[config.mk]
export PLATFORM = sky130hd
export DESIGN_NAME = hazard_scoreboard_unit_flat
export DESIGN_NICKNAME = d
export VERILOG_FILES = /design/src/rtl/hazard_scoreboard_unit_pkg.sv /design/src/rtl/hazard_scoreboard_unit_if.sv /design/src/rtl/hazard_scoreboard_unit_fwd_lane_mux.sv /design/src/rtl/hazard_scoreboard_unit.sv /design/src/flat_wrapper.sv
export SDC_FILE = /design/constraint.sdc
export NUM_CORES = 1
export LEC_CHECK = 0
export BUFFER_PORTS_ARGS = -buffer_cell sky130_fd_sc_hd__buf_4
export CAP_MARGIN = 0
export CORE_AREA = 2 2 117 119
export CTS_CLUSTER_SIZE = 30
export DETAILED_ROUTE_END_ITERATION = 10
export DIE_AREA = 0 0 119 121
export MAX_ROUTING_LAYER = met4
export PLACE_DENSITY_LB_ADDON = 0.2
export SETUP_SLACK_MARGIN = 0.02
export SLEW_MARGIN = 40
export SYNTH_ARGS = -nofsm -noshare
export SYNTH_HDL_FRONTEND = slang
export SYNTH_SLANG_ARGS = --single-unit
[constraint.sdc]
create_clock -name clk -period 2.3 [get_ports clk]
set_input_delay 0.115 -clock clk [delete_from_list [all_inputs] [get_ports clk]]
set_output_delay 0.115 -clock clk [all_outputs]
set_load 0.01 [all_outputs]
[src/rtl/hazard_scoreboard_unit_pkg.sv]
// rtl/hazard_scoreboard_unit_pkg.sv - shared constants for the hazard/forwarding unit
package hazard_scoreboard_unit_pkg;

  localparam int FWD_EXE = 0;
  localparam int FWD_MEM = 1;
  localparam int FWD_WB  = 2;

  localparam int DEF_DATA_W  = 32;
  localparam int DEF_REG_AW  = 5;
  localparam int DEF_NUM_SRC = 2;
  localparam int DEF_NUM_FWD = FWD_WB + 1;
  localparam int DEF_CNT_W   = 16;

endpackage

[src/rtl/hazard_scoreboard_unit_if.sv]
// rtl/hazard_scoreboard_unit_if.sv - operand, bypass, issue and status bus of the hazard unit
interface hazard_scoreboard_unit_if
  import hazard_scoreboard_unit_pkg::*;
#(
  parameter int DATA_W  = DEF_DATA_W,
  parameter int REG_AW  = DEF_REG_AW,
  parameter int NUM_SRC = DEF_NUM_SRC,
  parameter int NUM_FWD = DEF_NUM_FWD,
  parameter int CNT_W   = DEF_CNT_W
);
  logic [NUM_SRC*REG_AW-1:0] src_addr;
  logic [NUM_SRC-1:0]        src_used;
  logic [NUM_SRC*DATA_W-1:0] src_rdata;
  logic [NUM_FWD-1:0]        fwd_wen;
  logic [NUM_FWD*REG_AW-1:0] fwd_addr;
  logic [NUM_FWD-1:0]        fwd_ready;
  logic [NUM_FWD*DATA_W-1:0] fwd_data;
  logic                      issue_valid;
  logic                      issue_long;
  logic [REG_AW-1:0]         issue_dest;
  logic                      cmpl_valid;
  logic [REG_AW-1:0]         cmpl_dest;
  logic                      flush;
  logic [NUM_SRC*DATA_W-1:0] src_data;
  logic                      stall;
  logic                      sb_busy;
  logic [CNT_W-1:0]          stall_cnt;

  modport master (
    output src_addr, src_used, src_rdata, fwd_wen, fwd_addr, fwd_ready, fwd_data,
           issue_valid, issue_long, issue_dest, cmpl_valid, cmpl_dest, flush,
    input  src_data, stall, sb_busy, stall_cnt
  );

  modport slave (
    input  src_addr, src_used, src_rdata, fwd_wen, fwd_addr, fwd_ready, fwd_data,
           issue_valid, issue_long, issue_dest, cmpl_valid, cmpl_dest, flush,
    output src_data, stall, sb_busy, stall_cnt
  );
endinterface

[src/rtl/hazard_scoreboard_unit_fwd_lane_mux.sv]
// rtl/hazard_scoreboard_unit_fwd_lane_mux.sv - per-lane bypass select with youngest-stage priority
module fwd_lane_mux
  import hazard_scoreboard_unit_pkg::*;
#(
  parameter int DATA_W  = DEF_DATA_W,
  parameter int REG_AW  = DEF_REG_AW,
  parameter int NUM_FWD = DEF_NUM_FWD
) (
  input  logic [REG_AW-1:0]         lane_addr,
  input  logic                      lane_used,
  input  logic [DATA_W-1:0]         lane_rdata,
  input  logic [NUM_FWD-1:0]        fwd_wen,
  input  logic [NUM_FWD*REG_AW-1:0] fwd_addr,
  input  logic [NUM_FWD-1:0]        fwd_ready,
  input  logic [NUM_FWD*DATA_W-1:0] fwd_data,
  output logic [DATA_W-1:0]         lane_data,
  output logic                      lane_not_ready
);

  // Scan oldest to youngest so the youngest hit is the last write; its readiness
  // alone decides the lane, since an older stage's value would be stale.
  always_comb begin
    lane_data      = lane_rdata;
    lane_not_ready = 1'b0;
    for (int j = NUM_FWD - 1; j >= 0; j--) begin
      if (lane_used && (lane_addr != '0) && fwd_wen[j] &&
          (fwd_addr[j*REG_AW +: REG_AW] == lane_addr)) begin
        lane_data      = fwd_data[j*DATA_W +: DATA_W];
        lane_not_ready = ~fwd_ready[j];
      end
    end
  end

endmodule

[src/rtl/hazard_scoreboard_unit.sv]
// rtl/hazard_scoreboard_unit.sv - DE-stage forwarding, load-use interlock and long-latency scoreboard
module hazard_scoreboard_unit
  import hazard_scoreboard_unit_pkg::*;
#(
  parameter int DATA_W  = DEF_DATA_W,
  parameter int REG_AW  = DEF_REG_AW,
  parameter int NUM_SRC = DEF_NUM_SRC,
  parameter int NUM_FWD = DEF_NUM_FWD,
  parameter int CNT_W   = DEF_CNT_W
) (
  input logic                    clk,
  input logic                    resetn,
  hazard_scoreboard_unit_if.slave bus
);

  localparam int NREG = 2 ** REG_AW;

  logic [NREG-1:0]           pending_q, pending_d;
  logic [CNT_W-1:0]          stall_cnt_q, stall_cnt_d;
  logic [NUM_SRC-1:0]        lane_not_ready;
  logic [NUM_SRC-1:0]        lane_sb_hit;
  logic [NUM_SRC*DATA_W-1:0] lane_data;
  logic                      stall;
  logic                      issue_eff;

  for (genvar gi = 0; gi < NUM_SRC; gi++) begin : g_lane
    fwd_lane_mux #(
      .DATA_W  (DATA_W),
      .REG_AW  (REG_AW),
      .NUM_FWD (NUM_FWD)
    ) u_mux (
      .lane_addr      (bus.src_addr[gi*REG_AW +: REG_AW]),
      .lane_used      (bus.src_used[gi]),
      .lane_rdata     (bus.src_rdata[gi*DATA_W +: DATA_W]),
      .fwd_wen        (bus.fwd_wen),
      .fwd_addr       (bus.fwd_addr),
      .fwd_ready      (bus.fwd_ready),
      .fwd_data       (bus.fwd_data),
      .lane_data      (lane_data[gi*DATA_W +: DATA_W]),
      .lane_not_ready (lane_not_ready[gi])
    );
  end

  // A completion in this very cycle releases the register even though its bit is still set.
  always_comb begin
    logic [REG_AW-1:0] a;
    a           = '0;
    lane_sb_hit = '0;
    for (int i = 0; i < NUM_SRC; i++) begin
      a = bus.src_addr[i*REG_AW +: REG_AW];
      lane_sb_hit[i] = bus.src_used[i] && (a != '0) && pending_q[a] &&
                       !(bus.cmpl_valid && (bus.cmpl_dest == a));
    end
  end

  assign stall     = |(lane_not_ready | lane_sb_hit);
  assign issue_eff = bus.issue_valid && !stall && !bus.flush;

  // Set after clear so a new producer overrides the one completing on the same register.
  always_comb begin
    pending_d = pending_q;
    if (bus.flush) begin
      pending_d = '0;
    end else begin
      if (bus.cmpl_valid) begin
        pending_d[bus.cmpl_dest] = 1'b0;
      end
      if (issue_eff && bus.issue_long && (bus.issue_dest != '0)) begin
        pending_d[bus.issue_dest] = 1'b1;
      end
    end
  end

  always_comb begin
    stall_cnt_d = stall_cnt_q;
    if (stall && (stall_cnt_q != '1)) begin
      stall_cnt_d = stall_cnt_q + CNT_W'(1);
    end
  end

  always_ff @(posedge clk) begin
    if (!resetn) begin
      pending_q   <= '0;
      stall_cnt_q <= '0;
    end else begin
      pending_q   <= pending_d;
      stall_cnt_q <= stall_cnt_d;
    end
  end

  assign bus.src_data  = lane_data;
  assign bus.stall     = stall;
  assign bus.sb_busy   = |pending_q;
  assign bus.stall_cnt = stall_cnt_q;

endmodule

[src/flat_wrapper.sv]
// flat-port wrapper written by rule: the top's interface ports become plain ports
module hazard_scoreboard_unit_flat import hazard_scoreboard_unit_pkg::*;
#(
  parameter int DATA_W  = DEF_DATA_W,
  parameter int REG_AW  = DEF_REG_AW,
  parameter int NUM_SRC = DEF_NUM_SRC,
  parameter int NUM_FWD = DEF_NUM_FWD,
  parameter int CNT_W   = DEF_CNT_W
)
  (clk, resetn, bus_src_addr, bus_src_used, bus_src_rdata, bus_fwd_wen, bus_fwd_addr, bus_fwd_ready, bus_fwd_data, bus_issue_valid, bus_issue_long, bus_issue_dest, bus_cmpl_valid, bus_cmpl_dest, bus_flush, bus_src_data, bus_stall, bus_sb_busy, bus_stall_cnt);
  hazard_scoreboard_unit_if #(.DATA_W(DATA_W), .REG_AW(REG_AW), .NUM_SRC(NUM_SRC), .NUM_FWD(NUM_FWD), .CNT_W(CNT_W)) bus_i ();
  input logic clk;
  input logic resetn;
  input wire logic [$bits(bus_i.src_addr)-1:0] bus_src_addr;
  input wire logic [$bits(bus_i.src_used)-1:0] bus_src_used;
  input wire logic [$bits(bus_i.src_rdata)-1:0] bus_src_rdata;
  input wire logic [$bits(bus_i.fwd_wen)-1:0] bus_fwd_wen;
  input wire logic [$bits(bus_i.fwd_addr)-1:0] bus_fwd_addr;
  input wire logic [$bits(bus_i.fwd_ready)-1:0] bus_fwd_ready;
  input wire logic [$bits(bus_i.fwd_data)-1:0] bus_fwd_data;
  input wire logic [$bits(bus_i.issue_valid)-1:0] bus_issue_valid;
  input wire logic [$bits(bus_i.issue_long)-1:0] bus_issue_long;
  input wire logic [$bits(bus_i.issue_dest)-1:0] bus_issue_dest;
  input wire logic [$bits(bus_i.cmpl_valid)-1:0] bus_cmpl_valid;
  input wire logic [$bits(bus_i.cmpl_dest)-1:0] bus_cmpl_dest;
  input wire logic [$bits(bus_i.flush)-1:0] bus_flush;
  output wire logic [$bits(bus_i.src_data)-1:0] bus_src_data;
  output wire logic [$bits(bus_i.stall)-1:0] bus_stall;
  output wire logic [$bits(bus_i.sb_busy)-1:0] bus_sb_busy;
  output wire logic [$bits(bus_i.stall_cnt)-1:0] bus_stall_cnt;
  assign bus_i.src_addr = bus_src_addr;
  assign bus_i.src_used = bus_src_used;
  assign bus_i.src_rdata = bus_src_rdata;
  assign bus_i.fwd_wen = bus_fwd_wen;
  assign bus_i.fwd_addr = bus_fwd_addr;
  assign bus_i.fwd_ready = bus_fwd_ready;
  assign bus_i.fwd_data = bus_fwd_data;
  assign bus_i.issue_valid = bus_issue_valid;
  assign bus_i.issue_long = bus_issue_long;
  assign bus_i.issue_dest = bus_issue_dest;
  assign bus_i.cmpl_valid = bus_cmpl_valid;
  assign bus_i.cmpl_dest = bus_cmpl_dest;
  assign bus_i.flush = bus_flush;
  assign bus_src_data = bus_i.src_data;
  assign bus_stall = bus_i.stall;
  assign bus_sb_busy = bus_i.sb_busy;
  assign bus_stall_cnt = bus_i.stall_cnt;
  hazard_scoreboard_unit #(.DATA_W(DATA_W), .REG_AW(REG_AW), .NUM_SRC(NUM_SRC), .NUM_FWD(NUM_FWD), .CNT_W(CNT_W)) u_core (.clk(clk), .resetn(resetn), .bus(bus_i));
endmodule
==> results of run 1 <==
-- how the worst max path moves through the flow --
| stage | start | endpoint | slack, ns |
|---|---|---|---|
| finish | u_core.pending_q[27] | u_core.pending_q[14] | -0.20 |
| global route | u_core.pending_q[29] | u_core.pending_q[14] | -0.28 |
| CTS | u_core.pending_q[13] | u_core.pending_q[14] | -0.18 |
| detailed placement | bus_src_addr[5] | u_core.pending_q[5] | -0.31 |
| global placement | bus_fwd_addr[6] | u_core.pending_q[12] | -0.28 |
| floorplan | bus_src_addr[1] | u_core.pending_q[14] | 0.03 |
-- placed cells by master (no fill, tap or decap), drive strengths merged, types with 5 or more instances in the layout --
| cell | netlist | final |
|---|---|---|
| clkbuf | 45 | 11 |
| xor2 | 22 | 22 |
| nand2 | 162 | 163 |
| nand4 | 7 | 7 |
| or3 | 7 | 7 |
| mux2i | 81 | 81 |
| nor4 | 17 | 17 |
| inv | 7 | 7 |
| xnor2 | 18 | 18 |
| o41ai | 7 | 7 |
| o31ai | 12 | 12 |
| nand3 | 15 | 15 |
| o211ai | 33 | 33 |
| o21ai | 146 | 146 |
| buf | 24 | 405 |
| nand2b | 14 | 14 |
| o2111ai | 5 | 5 |
| nor2 | 11 | 11 |
| dfxtp | 48 | 48 |
| nand3b | 10 | 10 |
| mux4 | 14 | 14 |
| nor3 | 8 | 8 |
-- synthesized netlist by cell type (3+ instances only) --
library cell	count
sky130_fd_sc_hd__mux4_2	12
sky130_fd_sc_hd__o31ai_1	11
sky130_fd_sc_hd__o41ai_1	7
sky130_fd_sc_hd__inv_1	7
sky130_fd_sc_hd__o211ai_1	33
sky130_fd_sc_hd__or4_1	3
sky130_fd_sc_hd__buf_2	12
sky130_fd_sc_hd__buf_6	6
sky130_fd_sc_hd__nand2_1	161
sky130_fd_sc_hd__nor2_1	10
sky130_fd_sc_hd__or3_1	7
sky130_fd_sc_hd__nand3b_1	10
sky130_fd_sc_hd__nor3_1	4
sky130_fd_sc_hd__nor3_2	4
sky130_fd_sc_hd__nor4_1	17
sky130_fd_sc_hd__dfxtp_1	48
sky130_fd_sc_hd__xnor2_1	18
sky130_fd_sc_hd__nand2b_1	14
sky130_fd_sc_hd__nand4_1	7
sky130_fd_sc_hd__o21ai_0	144
sky130_fd_sc_hd__buf_1	3
sky130_fd_sc_hd__nand3_1	15
sky130_fd_sc_hd__mux2i_1	81
sky130_fd_sc_hd__o2111ai_1	4
sky130_fd_sc_hd__xor2_1	22
sky130_fd_sc_hd__clkbuf_1	45
sky130_fd_sc_hd__and4_1	3
-- power groups by stage --
stage / sequential, uW / clock (uW) / combinational, uW
2_1_floorplan: 859 / 0 / 405
3_3_place_gp: 859 / 0 / 965
3_5_place_dp: 859 / 0 / 974
5_1_grt: 840 / 922 / 1190
6_report: 840 / 894 / 1120
4_1_cts: 840 / 884 / 999
-- flip-flops by register name (all words and copies together), names as in the netlist --
signal	count
u_core.pending_q	32
u_core.bus.stall_cnt	16
-- critical path, cell delays in order (launching register included) --
cell and delay, ns:
sky130_fd_sc_hd__dfxtp_1 0.33, sky130_fd_sc_hd__buf_4 0.15, sky130_fd_sc_hd__mux4_2 0.46, sky130_fd_sc_hd__nand3_1 0.10, sky130_fd_sc_hd__o2111ai_1 0.13, sky130_fd_sc_hd__o2111ai_2 0.12, sky130_fd_sc_hd__o311ai_4 0.18, sky130_fd_sc_hd__or4_4 0.59
sky130_fd_sc_hd__or2_4 0.27, sky130_fd_sc_hd__o21ai_2 0.11
-- layer usage --
layer	track usage, %	share of wire [%]	vias to the layer above
met5	-	0	-
met3	4.84	7.2	69
met4	11.4	3.6	0
li1	-	-	3423
met1	36.3	39	3467
met2	51.9	51	333
-- area by class of cell --
| type | count | area (um^2) | share of cell area, % |
|---|---|---|---|
| multi-input cells | 623 | 4450 | 48.2 |
| repair buffers | 410 | 3380 | 36.7 |
| well taps | 176 | 220 | 2.39 |
| diodes | 1 | 2.50 | 0.0271 |
| flip-flops and latches | 48 | 965 | 10.5 |
| clock buffers | 6 | 139 | 1.51 |
| clock inverters | 2 | 38.8 | 0.421 |
| inverters | 7 | 26.3 | 0.285 |
-- stage by stage --
step	worst slack (ns)	total power, uW	utilization (%)
floorplan	0.0293	1260	-
global placement	-0.278	1820	63.0
detailed placement	-0.307	1830	63.0
CTS	-0.183	2720	65.4
global route	-0.284	2960	70.4
finish	-0.202	2850	70.4
-- kinds of logic (layout without fill, tap and decap cells) --
kind of cell               after synthesis  in the layout  share of synthesized area (%)
AOI/OAI and AO/OA                      212            212                           23.3
other                                    0              1                              0
DFF                                     48             48                           17.7
buffers and inverters                   76            425                           6.70
adders and majority gates                1              1                          0.230
xor gates and xnor gates                40             40                           6.44
and+or+nand+nor                        272            273                           24.4
muxes                                   97             97                           21.3
-- timing repair --
item / CTS / global route
setup endpoints to repair: 56 / 105
resized for setup: 33 / 111
cloned: 1 / 6
pin swaps: 6 / 32
buffers inserted: 3 / 21
==> summary.txt, run 1 <==
Outcome
  • Result of the run: finished, violations left
  • Violated checks: setup timing

Place
  • GP Congestion: 0.962
  • Post-DP HPWL: 17.8 mm
  • Placed Area: 8250 um^2
  • Port bufs: 290
  • Number of cells in the design after placement: 1,233

STA
  • Setup repair after global routing missed its margin: true
  • Number of endpoints with negative hold slack in the final report: 0
  • Sum of negative setup slack: -3.20 ns
  • Minimum clock period: 2.50 ns
  • Worst-Margin Slew: 0.500 ns
  • Final setup slack of the worst path: -0.202 ns
  • Max_slew headroom: 66.6%
  • Timing-limited maximum frequency: 400 MHz
  • Clk_skew: 0.00530 ns
  • Number of setup violations in the final report: 37
  • Worst Hold Margin: 0.136 ns
  • Max Transition Viols Final: 0
  • Final critical-path share of the clock period: 109%

Clock network
  • Clock transition at the registers of the reported paths: 0.07 ns
  • Insertion delay of the later-clocked pin in the worst-skew pair: 0.30 ns
  • Number of clock sinks seen by CTS: 48
  • Cell at the root of the clock tree: sky130_fd_sc_hd__clkbuf_16
  • Clock H-tree levels: 2
  • Hold-fix buffer count after cts: 0
  • Buffer levels on the longest clock path: 2
  • Num CTS Buffers: 5
  • CTS tree: built

Floorplan
  • Number of core rows: 42
  • Chip height: 121 um
  • Die footprint: 14,400 um^2
  • Die span in x: 119 um
  • Core area: 13,100 um^2
  • Number of top-level design ports: 291
  • Initial Utilization: 41.5%

Worst setup path
  • Worst setup slack for register-to-register paths: -0.20 ns
  • Element type at the critical path start: flip-flop
  • Crit path required time: 2.54 ns
  • Element type at the critical path end: flip-flop
  • Launching point of the worst reg2reg path: u_core.pending_q[27]
  • Worst R2R Path Depth: 9
  • Reg2Reg Capture Point: u_core.pending_q[14]
  • Largest fanout on the critical path: 5
  • Crit Path Category: flip-flop to flip-flop
  • Arr. time, crit path: 2.74 ns

Logic synthesis
  • Number of enable flip-flop cells after synthesis: 0
  • Post-synth cell types: 54
  • Mean Syn Cell Area: 7.29 um^2
  • Synth top area cells: sky130_fd_sc_hd__dfxtp_1, sky130_fd_sc_hd__mux2i_1, sky130_fd_sc_hd__o21ai_0
  • Sequential element share of the synthesized area: 17.7%
  • Most used DFF post-synth: sky130_fd_sc_hd__dfxtp_1
  • Total of flip-flops plus latches after synthesis: 48
  • Asr flop ratio synth: 0%
  • Area share of the largest cell type after synthesis: 17.7%
  • Synth Instances: 746
  • Cell accounting for the most synthesized area: sky130_fd_sc_hd__dfxtp_1
  • Summed instance area of the synthesized netlist: 5440 um^2
  • Synthesized Nets: 956
  • Yosys synthesis warning count: 0

Pwr
  • Fraction of power spent switching nets: 30.2%
  • Comb power frac: 39.2%
  • Net switching power: 862 uW
  • Power density cells: 309 nW/um^2
  • Internal cell power: 1990 uW
  • Worst vdd rail ir drop: 0.365 mV
  • Leakage power total: 0.00389 uW
  • Sequential group share of total power: 29.5%
  • Clock power share: 31.3%

Global routing
  • Wire length of the first global-routing pass: 34.1 mm
  • Largest net degree at the start of global routing: 65
  • Global Route Usage Sum: 30.4%
  • Initial antenna violation count: 1
  • Remaining global-route overflow: 0
  • Via count of the first global-routing pass: 6,467

Worst hold path
  • Hold Crit Start: bus_issue_dest[4]
  • Terminating pin of the worst hold path: u_core.pending_q[13]
  • Hold-critical path depth: 2
  • Class of the worst hold path: input pin to flip-flop

Finish
  • Layout Nets: 1,305
  • Area added between synthesis and finish: 69.6%
  • Fill count: 1,095
  • Non-filler cells in the finished layout: 1,273
  • Cell area after layout: 9220 um^2
  • Ratio of cells with drive above 1 in the final layout: 45.1%

Routing
  • Vias: 7,292
  • Drt drc: 0
  • Vias per cell: 5.73
  • Count of nets left with antenna violations after detail routing: 0
  • Detail-routed net length per standard cell: 19.2 um
  • Total detailed-routing wirelength: 24.4 mm
  • Violation count after the first detailed-route iteration: 636
  • First-pass detailed-route iteration total: 5

Job
  • Max-capacitance violation count: 0
Power figures use the tool's default switching activity.
==> inputs of run 2 (changes only) <==
- CORE_AREA: 2 2 117 119 -> 2 2 121 123
- DIE_AREA: 0 0 119 121 -> 0 0 123 125
- SYNTH_HIERARCHICAL: unset -> 1
==> run 2 against run 1 <==
Net effect:
- the run still ends with setup timing left
- register-to-register slack improved by 0.05 ns
- flip-flop and latch count unchanged
- area after synthesis rose by 9.8%
- cell area down 0.27%
- maximum frequency up 2.1%
- first-iteration DRC count fell by 1.7%
- combinational power up 8%
- clock power decreased by 15%
- critical path type is now input pin to flip-flop
- utilization fell by 5.7 points
- global-route usage grew 2.0 points
- die area rose by 6.8%
- worst hold slack gained 0.0023 ns
==> summary.txt, run 2 <==
Outcome
  • Result of the run: finished, violations left
  • Violated checks: setup timing

Logic synthesis
  • Area share of the largest cell type after synthesis: 16.1%
  • Count leader, synth: sky130_fd_sc_hd__o211ai_1
  • Sequential element share of the synthesized area: 16.1%
  • Synthesized Nets: 956
  • Number of enable flip-flop cells after synthesis: 0
  • Post-synth cell types: 66
  • Asr flop ratio synth: 0%
  • Most used DFF post-synth: sky130_fd_sc_hd__dfxtp_1
  • Cell accounting for the most synthesized area: sky130_fd_sc_hd__dfxtp_1
  • Mean Syn Cell Area: 8.00 um^2
  • Total of flip-flops plus latches after synthesis: 48
  • Yosys synthesis warning count: 6
  • Synth Instances: 746
  • Synth top area cells: sky130_fd_sc_hd__dfxtp_1, sky130_fd_sc_hd__o211ai_1, sky130_fd_sc_hd__a22o_1
  • Summed instance area of the synthesized netlist: 5970 um^2
  • Synth cell count leaders: sky130_fd_sc_hd__o211ai_1, sky130_fd_sc_hd__a22o_1, sky130_fd_sc_hd__o21a_1, sky130_fd_sc_hd__o21ai_0, sky130_fd_sc_hd__inv_1

Routing
  • Top routing layer in use: met4
  • Drt drc: 0
  • Violation count after the first detailed-route iteration: 625
  • Wire length on met3: 2.25 mm
  • Vias per cell: 6.00
  • Total detailed-routing wirelength: 26.5 mm
  • Count of nets left with antenna violations after detail routing: 0
  • Met1 Wirelength: 10.2 mm
  • Vias: 7,540
  • Detail-routed net length per standard cell: 21.1 um
  • Metal2 WL: 13.0 mm
  • First-pass detailed-route iteration total: 5

Worst setup path
  • Element type at the critical path start: input pin
  • Critical-path cell with the highest stage delay: sky130_fd_sc_hd__or4_4
  • Crit Path Category: input pin to flip-flop
  • Number of buffer and inverter stages on the critical path: 3
  • Most used cell along the critical path: sky130_fd_sc_hd__buf_6
  • Element type at the critical path end: flip-flop
  • Cell-by-cell listing of the critical path: buf_6 > or4_4 > or2_4 > nand4_1 > o21ai_1 > a2bb2oi_2 > a311oi_4 > and2_4 > buf_12 > buf_6 > nand4b_4 > o21ai_2
  • Arr. time, crit path: 2.67 ns
  • Crit path required time: 2.52 ns
  • CP max stage delay: 0.54 ns
  • Kind of cell with the highest combined delay on the critical path: simple AND/OR/NAND/NOR gates
  • Largest fanout on the critical path: 8

Worst hold path
  • Class of the worst hold path: input pin to flip-flop

Global routing
  • Global Route Usage Sum: 32.4%
  • Initial antenna violation count: 0
  • Largest net degree at the start of global routing: 65
  • Remaining global-route overflow: 0
  • Wire length of the first global-routing pass: 38.6 mm
  • Via count of the first global-routing pass: 7,018

STA
  • Timing-limited maximum frequency: 408 MHz
  • Number of endpoints with negative hold slack in the final report: 0
  • Number of setup violations in the final report: 44
  • Max_slew headroom: 66.8%
  • Clk_skew: 0.00513 ns
  • Worst-Margin Slew: 0.496 ns
  • Minimum clock period: 2.45 ns
  • Final setup slack of the worst path: -0.150 ns
  • Setup repair after global routing missed its margin: true
  • Final critical-path share of the clock period: 107%
  • Max Transition Viols Final: 0

Pwr
  • Leakage power total: 0.00416 uW
  • Comb power frac: 43.0%
  • Net switching power: 900 uW
  • Power density cells: 305 nW/um^2
  • Worst vdd rail ir drop: 0.576 mV
  • Power, Total: 2810 uW
  • Clock power share: 27.1%
  • Internal cell power: 1910 uW
  • Sequential group share of total power: 29.9%
  • Fraction of power spent switching nets: 32.1%

Clock network
  • Hold-fix buffer count after cts: 0
  • Buffer levels on the longest clock path: 2
  • Cell at the root of the clock tree: sky130_fd_sc_hd__clkbuf_16
  • Clock transition at the registers of the reported paths: 0.06 ns
  • CTS tree: built
  • Clock H-tree levels: 2
  • Insertion delay of the later-clocked pin in the worst-skew pair: 0.30 ns
  • Number of clock sinks seen by CTS: 48
  • Num CTS Buffers: 5

Finish
  • Layout Nets: 1,281
  • Ratio of cells with drive above 1 in the final layout: 44.9%
  • Fill count: 1,286
  • Fraction of the core area covered by cells at the end of the flow: 64.7%
  • Most frequent standard cell in the layout excluding fill and tap cells: sky130_fd_sc_hd__buf_4
  • Area added between synthesis and finish: 54.0%
  • Most flop-heavy register: u_core/pending_q
  • Max FFs per register: 32
  • Inserted Diodes: 0
  • Most frequent cells in the layout: sky130_fd_sc_hd__buf_4, sky130_fd_sc_hd__o211ai_1, sky130_fd_sc_hd__o21a_1, sky130_fd_sc_hd__a22o_1, sky130_fd_sc_hd__inv_1
  • Area used by sequential logic in the layout: 965 um^2
  • Area used by multi-input combinational logic: 4600 um^2

Floorplan
  • Core area: 14,200 um^2
  • Chip height: 125 um
  • Initial Utilization: 42.0%
  • Number of core rows: 44
  • Number of top-level design ports: 291
  • Die footprint: 15,400 um^2
  • Die span in x: 123 um

Place
  • Post-DP HPWL: 19.4 mm
  • Port bufs: 290
  • Place WS: -0.399 ns
  • GP Congestion: 0.918

Job
  • Max-capacitance violation count: 0
==> run 2: stage by stage <==
stage / setup TNS (ns) / cells / instance area (um^2) / hold slack, ns
4_1_cts: -0.913 / 1254 / 8940 / 0.136
3_5_place_dp: -16.11 / 1240 / 8680 / 0.444
5_1_grt: -7.00 / 1256 / 9190 / 0.144
6_report: -3.90 / 1256 / 9190 / 0.139
2_1_floorplan: -8.86 / 746 / 6020 / 0.257
3_3_place_gp: -15.04 / 1240 / 8680 / 0.438
==> run 2: power by group through the flow <==
| stage | Combinational (uW) | Clock, uW | Sequential (uW) |
|---|---|---|---|
| detailed placement | 1120 | 0 | 858 |
| CTS | 1150 | 770 | 839 |
| floorplan | 486 | 0 | 860 |
| global route | 1280 | 806 | 839 |
| finish | 1210 | 762 | 839 |
| global placement | 1110 | 0 | 858 |
==> run 2: layout make-up <==
type | instances | area share [%]
sequential | 48 | 10.5
multi-input combinational | 578 | 50.0
clock buffer | 7 | 1.55
timing repair buffer | 385 | 33.2
tap | 184 | 2.50
clock inverter | 1 | 0.0817
inverter | 53 | 2.16
==> run 2: logic make-up (layout without fill, tap and decap cells) <==
family | count (synthesis) | count (layout) | share of synthesized area, %
mux | 25 | 25 | 6.88
buf+inv | 120 | 446 | 11.0
xor+xnor | 49 | 49 | 7.19
compound gates | 338 | 338 | 40.5
simple gates | 165 | 165 | 18.1
fa+ha+maj | 1 | 1 | 0.210
flops | 48 | 48 | 16.1
==> run 2: timing repair <==
item                                    CTS  global route
cloned                                    0             3
pin swaps                                16            20
endpoints found under the setup margin   64           109
setup buffers                             6             3
gates resized for setup                  18            71
==> run 2: routing by layer <==
metal,track usage [%],vias to the layer above
li1,-,3516
met1,38.9,3590
met2,53.1,362
met3,5.57,72
met4,14.2,0
met5,-,-
==> run 2: final timing paths <==
kind	slack, ns	start	end	cells past startpoint
max	-0.15	bus_src_addr[6]	u_core/pending_q[25]	12
min reg2reg	0.49	u_core/bus.stall_cnt[10]	u_core/bus.stall_cnt[10]	2
min	0.14	resetn	u_core/bus.stall_cnt[8]	3
max reg2reg	-0.15	u_core/pending_q[19]	u_core/pending_q[25]	9
==> run 2: tightest hold or removal path: stages <==
cell and delay, ns:
sky130_fd_sc_hd__buf_4 0.15, sky130_fd_sc_hd__nand2_1 0.07, sky130_fd_sc_hd__mux2i_1 0.05
==> inputs of run 3 (changes only) <==
- CORE_AREA: 2 2 121 123 -> 2 2 117 119
- DIE_AREA: 0 0 123 125 -> 0 0 119 121
- SYNTH_HIERARCHICAL: 1 -> unset
- clock period: 2.3 -> 2.1 ns (I/O delays scaled with it)
==> run 3 against run 2 <==
Net effect:
- the flow still finishes with violations (setup timing)
- flip-flop and latch count unchanged
- critical path depth decreased by 3
- power increased by 14%
- critical endpoint is now u_core.pending_q[6]
- largest power group unchanged
- highest routed layer unchanged
==> summary.txt, run 3 (same netlist as run 1, synthesis figures left out) <==
Clock network
  • Insertion delay of the later-clocked pin in the worst-skew pair: 0.29 ns
  • Cell at the root of the clock tree: sky130_fd_sc_hd__clkbuf_16
  • Hold-fix buffer count after cts: 0
  • Num CTS Buffers: 5
  • CTS tree: built
  • Number of clock sinks seen by CTS: 48
  • Clock transition at the registers of the reported paths: 0.07 ns
  • Buffer levels on the longest clock path: 2
  • Clock H-tree levels: 2

Routing
  • First-pass detailed-route iteration total: 6
  • Count of nets left with antenna violations after detail routing: 0
  • Vias: 7,727
  • Detail-routed net length per standard cell: 20.8 um
  • Total detailed-routing wirelength: 27.2 mm
  • Violation count after the first detailed-route iteration: 766
  • Drt drc: 0
  • Vias per cell: 5.93

Place
  • Place WS: -0.436 ns
  • Placed Area: 8510 um^2
  • Post-DP HPWL: 17.8 mm
  • Number of cells in the design after placement: 1,245
  • Port bufs: 290
  • GP Congestion: 0.951

Job
  • Max-capacitance violation count: 0

Finish
  • Layout Nets: 1,336
  • Fraction of the core area covered by cells at the end of the flow: 75.5%
  • Non-filler cells in the finished layout: 1,303
  • Max FFs per register: 32
  • Most frequent standard cell in the layout excluding fill and tap cells: sky130_fd_sc_hd__buf_4
  • Cell area after layout: 9880 um^2
  • Ratio of cells with drive above 1 in the final layout: 50.7%
  • Most frequent cells in the layout: sky130_fd_sc_hd__buf_4, sky130_fd_sc_hd__nand2_1, sky130_fd_sc_hd__o21ai_1
  • Area added between synthesis and finish: 81.8%
  • Most flop-heavy register: u_core.pending_q
  • Inserted Diodes: 0

Pwr
  • Power density cells: 324 nW/um^2
  • Leakage power total: 0.00417 uW
  • Fraction of power spent switching nets: 30.8%
  • Net switching power: 987 uW
  • Clock power share: 28.4%
  • Sequential group share of total power: 28.7%
  • Comb power frac: 43.0%
  • Worst vdd rail ir drop: 0.469 mV
  • Internal cell power: 2220 uW

Worst setup path
  • Worst R2R Path Depth: 9
  • Cell-by-cell listing of the critical path: mux4_2 > mux2i_1 > o2111ai_1 > o211ai_1 > o2111ai_2 > buf_4 > or4_4 > or2_4 > o21ai_2
  • Reg2Reg Capture Point: u_core.pending_q[6]
  • Worst setup slack for register-to-register paths: -0.52 ns
  • Largest fanout on the critical path: 3
  • Launching point of the worst reg2reg path: u_core.pending_q[31]
  • Critical-path cell with the highest stage delay: sky130_fd_sc_hd__or4_4
  • CP max stage delay: 0.49 ns
  • Element type at the critical path start: flip-flop
  • Crit Path Category: flip-flop to flip-flop
  • Crit path required time: 2.33 ns
  • Arr. time, crit path: 2.85 ns
  • Element type at the critical path end: flip-flop

Floorplan
  • Number of core rows: 42
  • Die span in x: 119 um
  • Number of top-level design ports: 291
  • Core area: 13,100 um^2
  • Initial Utilization: 41.5%
  • Die footprint: 14,400 um^2
  • Chip height: 121 um

STA
  • Max Transition Viols Final: 0
  • Clk_skew: 0.00708 ns
  • Worst-Margin Slew: 0.489 ns
  • Number of setup violations in the final report: 76
  • Timing-limited maximum frequency: 382 MHz
  • Max_slew headroom: 67.3%
  • Number of endpoints with negative hold slack in the final report: 0
  • Minimum clock period: 2.62 ns
  • Setup repair after global routing missed its margin: true
  • Final setup slack of the worst path: -0.519 ns
  • Final critical-path share of the clock period: 125%

Global routing
  • Largest net degree at the start of global routing: 65
  • Global Route Usage Sum: 34.4%
  • Via count of the first global-routing pass: 7,161
  • Remaining global-route overflow: 0
  • Wire length of the first global-routing pass: 38.5 mm
  • Initial antenna violation count: 0

Worst hold path
  • Terminating pin of the worst hold path: u_core.pending_q[7]
  • Hold Crit Start: bus_issue_dest[4]
  • Hold-critical path depth: 2
  • Class of the worst hold path: input pin to flip-flop

Outcome
  • Violated checks: setup timing
  • Result of the run: finished, violations left
-- run 3: changes by cell type in the layout (fill, tap and decap cells not counted), sizes merged, moves of 49 or more --
cell and delta:
buf +56, a22o -64, o21a -64, o21ai +49
mux2i +73, nand2 +146
-- run 3: worst max-delay path by stage --
| stage | end | startpoint | slack (ns) |
|---|---|---|---|
| final | u_core.pending_q[6] | u_core.pending_q[31] | -0.52 |
| after global routing | u_core.pending_q[5] | u_core.pending_q[30] | -0.58 |
| after CTS | u_core.pending_q[6] | u_core.pending_q[13] | -0.42 |
| after detailed placement | u_core.bus.stall_cnt[9] | bus_src_addr[9] | -0.44 |
| after global placement | u_core.bus.stall_cnt[9] | bus_src_addr[9] | -0.38 |
| after floorplan | u_core.pending_q[14] | bus_src_addr[1] | -0.15 |
-- run 3: area by class of cell --
| cell class | instances | area, um^2 |
|---|---|---|
| multi-input combinational | 623 | 4690 |
| timing repair buffer | 441 | 3800 |
| fill | 933 | 3200 |
| sequential | 48 | 976 |
| tap | 176 | 220 |
| clock buffer | 6 | 129 |
| clock inverter | 2 | 35.0 |
| inverter | 7 | 28.8 |
-- run 3: worst max-delay path, delay by kind of cell (launching register included) --
kind | cells | cell delay, ns
compound gates | 4 | 0.62
flops | 1 | 0.35
simple gates | 2 | 0.75
buf+inv | 1 | 0.18
mux | 2 | 0.65
-- run 3: power groups by stage --
stage / registers (uW) / logic [uW] / clock network [uW]
after global placement: 941 / 1090 / 0
after detailed placement: 941 / 1100 / 0
final: 920 / 1380 / 909
after CTS: 920 / 1230 / 904
after global routing: 920 / 1450 / 948
after floorplan: 941 / 467 / 0
-- run 3: timing repair --
action	CTS	global route
pin swaps	37	50
endpoints found under the setup margin	112	112
buffers inserted	29	21
resized for setup	164	150
cloned	7	2
-- run 3: stage by stage --
step           hold WS [ns]  power, uW  setup TNS, ns
6_report              0.156       3210         -20.67
3_5_place_dp          0.429       2040         -22.43
3_3_place_gp          0.430       2030         -20.62
2_1_floorplan         0.293       1410         -0.658
5_1_grt               0.166       3320         -26.09
4_1_cts               0.134       3050         -11.90
-- run 3: layer usage --
metal | wire length [um] | part of all wire [%] | vias up | track usage, %
met5 | 0 | 0 | - | -
met4 | 1390 | 5.1 | 0 | 13.0
met3 | 2420 | 8.9 | 123 | 5.73
met2 | 13500 | 50 | 474 | 59.8
met1 | 9860 | 36 | 3642 | 40.0
li1 | - | - | 3488 | -
